===== config.mk =====
export PLATFORM = sky130hd
export DESIGN_NAME = bullet_controller
export DESIGN_NICKNAME = d
export VERILOG_FILES = /design/src/rtl/bullet_pkg.sv /design/src/rtl/frame_tick_sync.sv /design/src/rtl/bullet_controller.sv
export SDC_FILE = /design/constraint.sdc
export NUM_CORES = 1
export LEC_CHECK = 0
export ABC_AREA = 1
export CELL_PAD_IN_SITES_DETAIL_PLACEMENT = 1
export CELL_PAD_IN_SITES_GLOBAL_PLACEMENT = 2
export CORE_ASPECT_RATIO = 1.5
export CORE_MARGIN = 2
export CORE_UTILIZATION = 27
export DETAILED_ROUTE_END_ITERATION = 12
export HOLD_SLACK_MARGIN = 0.05
export PLACE_DENSITY = 0.79
export SLEW_MARGIN = 25
export SYNTH_ARGS = -nofsm -noshare
export SYNTH_HDL_FRONTEND = slang
export SYNTH_SLANG_ARGS = --single-unit

===== constraint.sdc =====
create_clock -name Clk -period 1.95 [get_ports Clk]
set_input_delay 0.39 -clock Clk [delete_from_list [all_inputs] [get_ports Clk]]
set_output_delay 0.39 -clock Clk [all_outputs]
set_load 0.02 [all_outputs]

===== src/rtl/bullet_pkg.sv =====
// Shared types and constants for the player bullet motion logic.
package bullet_pkg;

   typedef enum logic [1:0] {IDLE, FLYING, COOLDOWN} bullet_state_t;

   localparam logic [9:0] DEFAULT_PARK_XY = 10'd1000;
   localparam logic [9:0] SPAWN_DX        = 10'd4;
   localparam logic [9:0] SPAWN_DY        = 10'd4;

endpackage


===== src/rtl/frame_tick_sync.sv =====
// Brings the asynchronous vsync into the Clk domain and turns each rising
// edge into a single-cycle frame_tick pulse.
module frame_tick_sync (
   input  logic Clk,
   input  logic Reset,
   input  logic frame_clk,
   output logic frame_tick
);

   logic s1, s2, s2_prev;

   // NOTE: sequential state uses non-blocking assignments so every flop
   // samples the pre-edge value of its neighbour, forming a real shift chain.
   always_ff @(posedge Clk or posedge Reset) begin
      if (Reset) begin
         s1      <= 1'b0;
         s2      <= 1'b0;
         s2_prev <= 1'b0;
      end else begin
         s1      <= frame_clk;
         s2      <= s1;
         s2_prev <= s2;
      end
   end

   assign frame_tick = s2 & ~s2_prev;

endmodule


===== src/rtl/bullet_controller.sv =====
// Launches, flies and retires the single player bullet at frame rate, with a
// cooldown between shots; parks the bullet off-screen whenever it is not live.
module bullet_controller
   import bullet_pkg::*;
#(
   parameter int unsigned STEP            = 4,
   parameter int unsigned Y_MIN           = 0,
   parameter int unsigned COOLDOWN_FRAMES = 8,
   parameter logic [9:0]  PARK_XY         = DEFAULT_PARK_XY
) (
   input  logic       Clk,
   input  logic       Reset,
   input  logic       frame_clk,
   input  logic       fire,
   input  logic       target_hit,
   input  logic [9:0] ShooterX,
   input  logic [9:0] ShooterY,
   output logic [9:0] BulletX,
   output logic [9:0] BulletY,
   output logic       bullet_active,
   output logic [7:0] shots_fired
);

   localparam int           CD_W    = (COOLDOWN_FRAMES > 1) ? $clog2(COOLDOWN_FRAMES) : 1;
   localparam logic [CD_W-1:0] CD_LOAD = CD_W'(COOLDOWN_FRAMES - 1);
   localparam logic [9:0]   STEP_V  = 10'(STEP);
   localparam logic [10:0]  Y_LIMIT = 11'(Y_MIN + STEP);

   bullet_state_t   state, state_n;
   logic [9:0]      x_n, y_n;
   logic [7:0]      shots_n;
   logic [CD_W-1:0] cd_cnt, cd_n;
   logic            fire_prev, fire_pending, fire_pending_n;
   logic            hit_pending, hit_pending_n;
   logic            frame_tick, fire_edge;
   logic [9:0]      spawn_x, spawn_y;

   frame_tick_sync u_tick (
      .Clk        (Clk),
      .Reset      (Reset),
      .frame_clk  (frame_clk),
      .frame_tick (frame_tick)
   );

   assign fire_edge = fire & ~fire_prev;
   assign spawn_x   = ShooterX + SPAWN_DX;
   assign spawn_y   = (ShooterY < SPAWN_DY) ? 10'd0 : ShooterY - SPAWN_DY;

   always_ff @(posedge Clk or posedge Reset) begin
      if (Reset) begin
         state        <= IDLE;
         BulletX      <= PARK_XY;
         BulletY      <= PARK_XY;
         shots_fired  <= 8'd0;
         cd_cnt       <= '0;
         fire_prev    <= 1'b0;
         fire_pending <= 1'b0;
         hit_pending  <= 1'b0;
      end else begin
         state        <= state_n;
         BulletX      <= x_n;
         BulletY      <= y_n;
         shots_fired  <= shots_n;
         cd_cnt       <= cd_n;
         fire_prev    <= fire;
         fire_pending <= fire_pending_n;
         hit_pending  <= hit_pending_n;
      end
   end

   // NOTE: every signal assigned here gets a default first, so no path
   // through the case leaves it unassigned and no latch is inferred.
   always_comb begin
      state_n        = state;
      x_n            = BulletX;
      y_n            = BulletY;
      shots_n        = shots_fired;
      cd_n           = cd_cnt;
      fire_pending_n = 1'b0;
      hit_pending_n  = 1'b0;

      unique case (state)
         IDLE: begin
            fire_pending_n = fire_pending | fire_edge;
            if (frame_tick && fire_pending) begin
               // Launch clears the pending request even if a new edge lands now.
               state_n        = FLYING;
               x_n            = spawn_x;
               y_n            = spawn_y;
               shots_n        = shots_fired + 8'd1;
               fire_pending_n = 1'b0;
            end
         end
         FLYING: begin
            hit_pending_n = hit_pending | target_hit;
            if (frame_tick) begin
               if (hit_pending || target_hit || ({1'b0, BulletY} < Y_LIMIT)) begin
                  state_n       = COOLDOWN;
                  cd_n          = CD_LOAD;
                  x_n           = PARK_XY;
                  y_n           = PARK_XY;
                  hit_pending_n = 1'b0;
               end else begin
                  y_n = BulletY - STEP_V;
               end
            end
         end
         COOLDOWN: begin
            if (frame_tick) begin
               if (cd_cnt == '0) state_n = IDLE;
               else              cd_n    = cd_cnt - 1'b1;
            end
         end
         default: state_n = IDLE;
      endcase
   end

   assign bullet_active = (state == FLYING);

endmodule


==> key figures <==
STA
  – Setup TNS: 0 ps
  – Final Hold Fails: 0
  – FMAX: 527 MHz
  – Max Slew Vio Count: 0
  – Slew margin rel.: 79.2%
  – Minimum clock period: 1900 ps
  – Final setup viols: 0
  – Least-Margin Pin Slew: 311 ps
  – RSZ-0062 raised after global routing: no
  – Fin crit share: 97.3%
  – Setup Skew: 2.01 ps

Finish
  – Layout cells sized above 1: 9.27%
  – Filler Cell Count: 976
  – Commonest non-fill, non-tap cells in the layout: nand2_1, clkdlybuf4s50_1, nor2_1
  – Area Overhead vs Synth: 39.3%
  – Commonest non-fill, non-tap cell in the layout: nand2_1
  – Layout Nets: 386
  – Antenna cells: 0
  – Layout Utilization: 38.4%

Setup path
  – Setup CP Type: reg -> out
  – Reg2Reg Depth: 8
  – Req. time, crit path: 1560 ps
  – CP endpoint kind: primary output
  – Critical path's slowest cell: clkdlybuf4s50_1
  – Reg-to-reg endpoint: BulletY[3]
  – Crit path largest cell delay: 620 ps
  – Crit path max-delay family: buffers and inverters
  – Crit-path cells: clkdlybuf4s50_1
  – Startpoint types: register
  – Critical Path Fanout Max: 6
  – Worst Path Arrival: 1510 ps
  – Crit path buf inv count: 1
  – Flop-to-flop setup slack: 290 ps
  – Stages on the worst setup path: 1
  – Reg-to-Reg Start: BulletY[3]

Floorplanning
  – Core Area: 0.00796 mm²
  – Starting Density: 27.6%
  – Core Rows: 40
  – Die Y: 114 µm
  – Die Width: 77.6 µm
  – Num ports: 54
  – Die area: 0.00888 mm²

Power and ir drop
  – Power per cell area: 1200 mW/mm²
  – Pleak: 1.46 nW
  – Worst VDD drop: 489 µV
  – Final Power: 0.00368 W

Drt
  – Routed Wire Length: 6.01 mm
  – Count of antenna-violating nets left after detailed routing: 0
  – WL/cell: 13.0 µm
  – DRC Markers: 0
  – Drt pass-1 iters: 4
  – Iter 0 DRT Violations: 55
  – Vias post-DR: 2,067
  – Vias per Instance: 4.48

Yosys
  – Largest family of logic cells by synthesized area: simple AND/OR/NAND/NOR gates
  – Synth Area in Adders: 3.42%
  – Post-synth net total: 323
  – Syn Area/Cell: 7.52 µm²
  – Post-synthesis xor/xnor area fraction: 5.99%
  – Post-Syn Instances: 292
  – Compound-gate portion of the synthesized area: 5.53%
  – Netlist Area Pre-Place: 0.00219 mm²
  – Ys Warns: 0
  – Seq/Total Area, Yosys: 45.2%
  – Fraction of the mapped netlist area in simple logic gates: 32.3%
  – Multiplexer share of the synthesized area: 0%
  – Synth unique cells: 27
  – Post-synthesis register bit count: 39

Clocking
  – Post-CTS Resized: 1
  – Clk_lat worst skew: 290 ps
  – CTS H-Tree Depth: 2
  – Clock Tree Root: clkbuf_16
  – CTS tree: done
  – Clk sinks: 39
  – Setup Buffers After CTS: 0
  – Clock buffer depth: 2
  – Register clock-pin slew on the reported worst setup and hold paths: 60 ps
  – TritonCTS Buffers: 5
  – CTS Hold Bufs: 0

Outcome
  – Status: completed

Global route
  – GRT overflow: 0
  – Vias in the first global route: 2,218
  – Global-route wire length before repair: 10.2 mm
  – Largest net degree at the start of global routing: 40
  – Initial antenna violation count: 0
  – Global Route Usage Sum: 14.7%

Placement
  – Port buffer count: 53
  – GP Congestion: 0.727
  – Dpl hpwl: 4.62 mm

Hold path
  – Hold Path End: u_tick.s2
  – Hold Crit Start: u_tick.s1
  – Worst min path class: reg -> reg
  – Hold path cells: 0

Job
  – # Max-Cap Violations: 0
metrics by stage:
step / setup slack [ps] / cell area, µm² / instances / hold slack (ps)
global route: 24.3 / 3060 / 461 / 372
global placement: 37.9 / 2900 / 453 / 335
finish: 53.6 / 3060 / 461 / 361
CTS: 50.0 / 3060 / 461 / 362
floorplan: 419 / 2190 / 292 / 331
detailed placement: -7.97 / 2900 / 453 / 350
cells by family after synthesis:
family | after synthesis
xor gates and xnor gates | 15
AOI/OAI and AO/OA | 21
and+or+nand+nor | 168
DFF | 39
buffers and inverters | 43
adders and majority gates | 6
metal layers:
layer / wire length [µm] / part of all wire (%) / up-vias / GRT usage [%]
met2: 3050 / 51 / 58 / 26.5
li1: - / - / 1032 / -
met3: 376 / 6.3 / 5 / 4.89
met1: 2490 / 41 / 972 / 15.9
met5: 0 / 0 / - / 0
met4: 88 / 1.5 / 0 / 5.00
power by group:
group          total (W)  switching [W]  leakage, nW  internal, W
clock           0.000928       0.000324       0.0781     0.000605
combinational    0.00141       0.000761        0.912     0.000647
sequential       0.00134       0.000203        0.469      0.00114
cells in the mapped netlist:
master | n | area [µm²]
a21oi_1 | 4 | 20.0
a31oi_1 | 2 | 12.5
buf_2 | 2 | 10.0
buf_4 | 1 | 7.51
clkinv_1 | 1 | 3.75
dfrtp_1 | 27 | 676
dfstp_2 | 12 | 315
ha_1 | 6 | 75.1
inv_1 | 36 | 135
inv_2 | 3 | 11.3
nand2_1 | 84 | 315
nand2_2 | 1 | 6.26
nand2_4 | 1 | 11.3
nand3_1 | 26 | 130
nand3b_1 | 1 | 7.51
nand4_1 | 5 | 31.3
nor2_1 | 44 | 165
nor2_2 | 2 | 12.5
nor2_4 | 1 | 11.3
nor3_1 | 2 | 10.0
nor3b_1 | 1 | 7.51
o21a_1 | 1 | 7.51
o21ai_0 | 9 | 45.0
o21ai_1 | 4 | 20.0
o21ai_4 | 1 | 16.3
xnor2_1 | 8 | 70.1
xor2_1 | 7 | 61.3
sequential cells by signal (all words and copies together), names as in the netlist:
name            flops
fire_pending        1
u_tick.s1           1
state               2
shots_fired         8
BulletY            10
u_tick.s2_prev      1
cd_cnt              3
fire_prev           1
u_tick.s2           1
BulletX            10
hit_pending         1
cell type report:
type	count	area (µm²)	share of cell area (%)
multi-input combinational	210	1040	33.9
sequential	39	991	32.4
timing repair buffer	59	587	19.2
inverter	40	150	4.91
clock buffer	7	133	4.34
tap	105	131	4.30
clock inverter	1	30.0	0.982
how the worst max path moves through the flow:
stage | slack [ps] | endpoint | start
after floorplan | 420 | cd_cnt[0] | BulletY[2]
after global placement | 40 | BulletY[7] | ShooterY[2]
after detailed placement | -8 | BulletY[3] | ShooterY[3]
after CTS | 50 | BulletY[6] | BulletY[6]
after global routing | 20 | BulletY[6] | BulletY[6]
final | 50 | BulletY[6] | BulletY[6]
(Power assumes the default switching activity.)
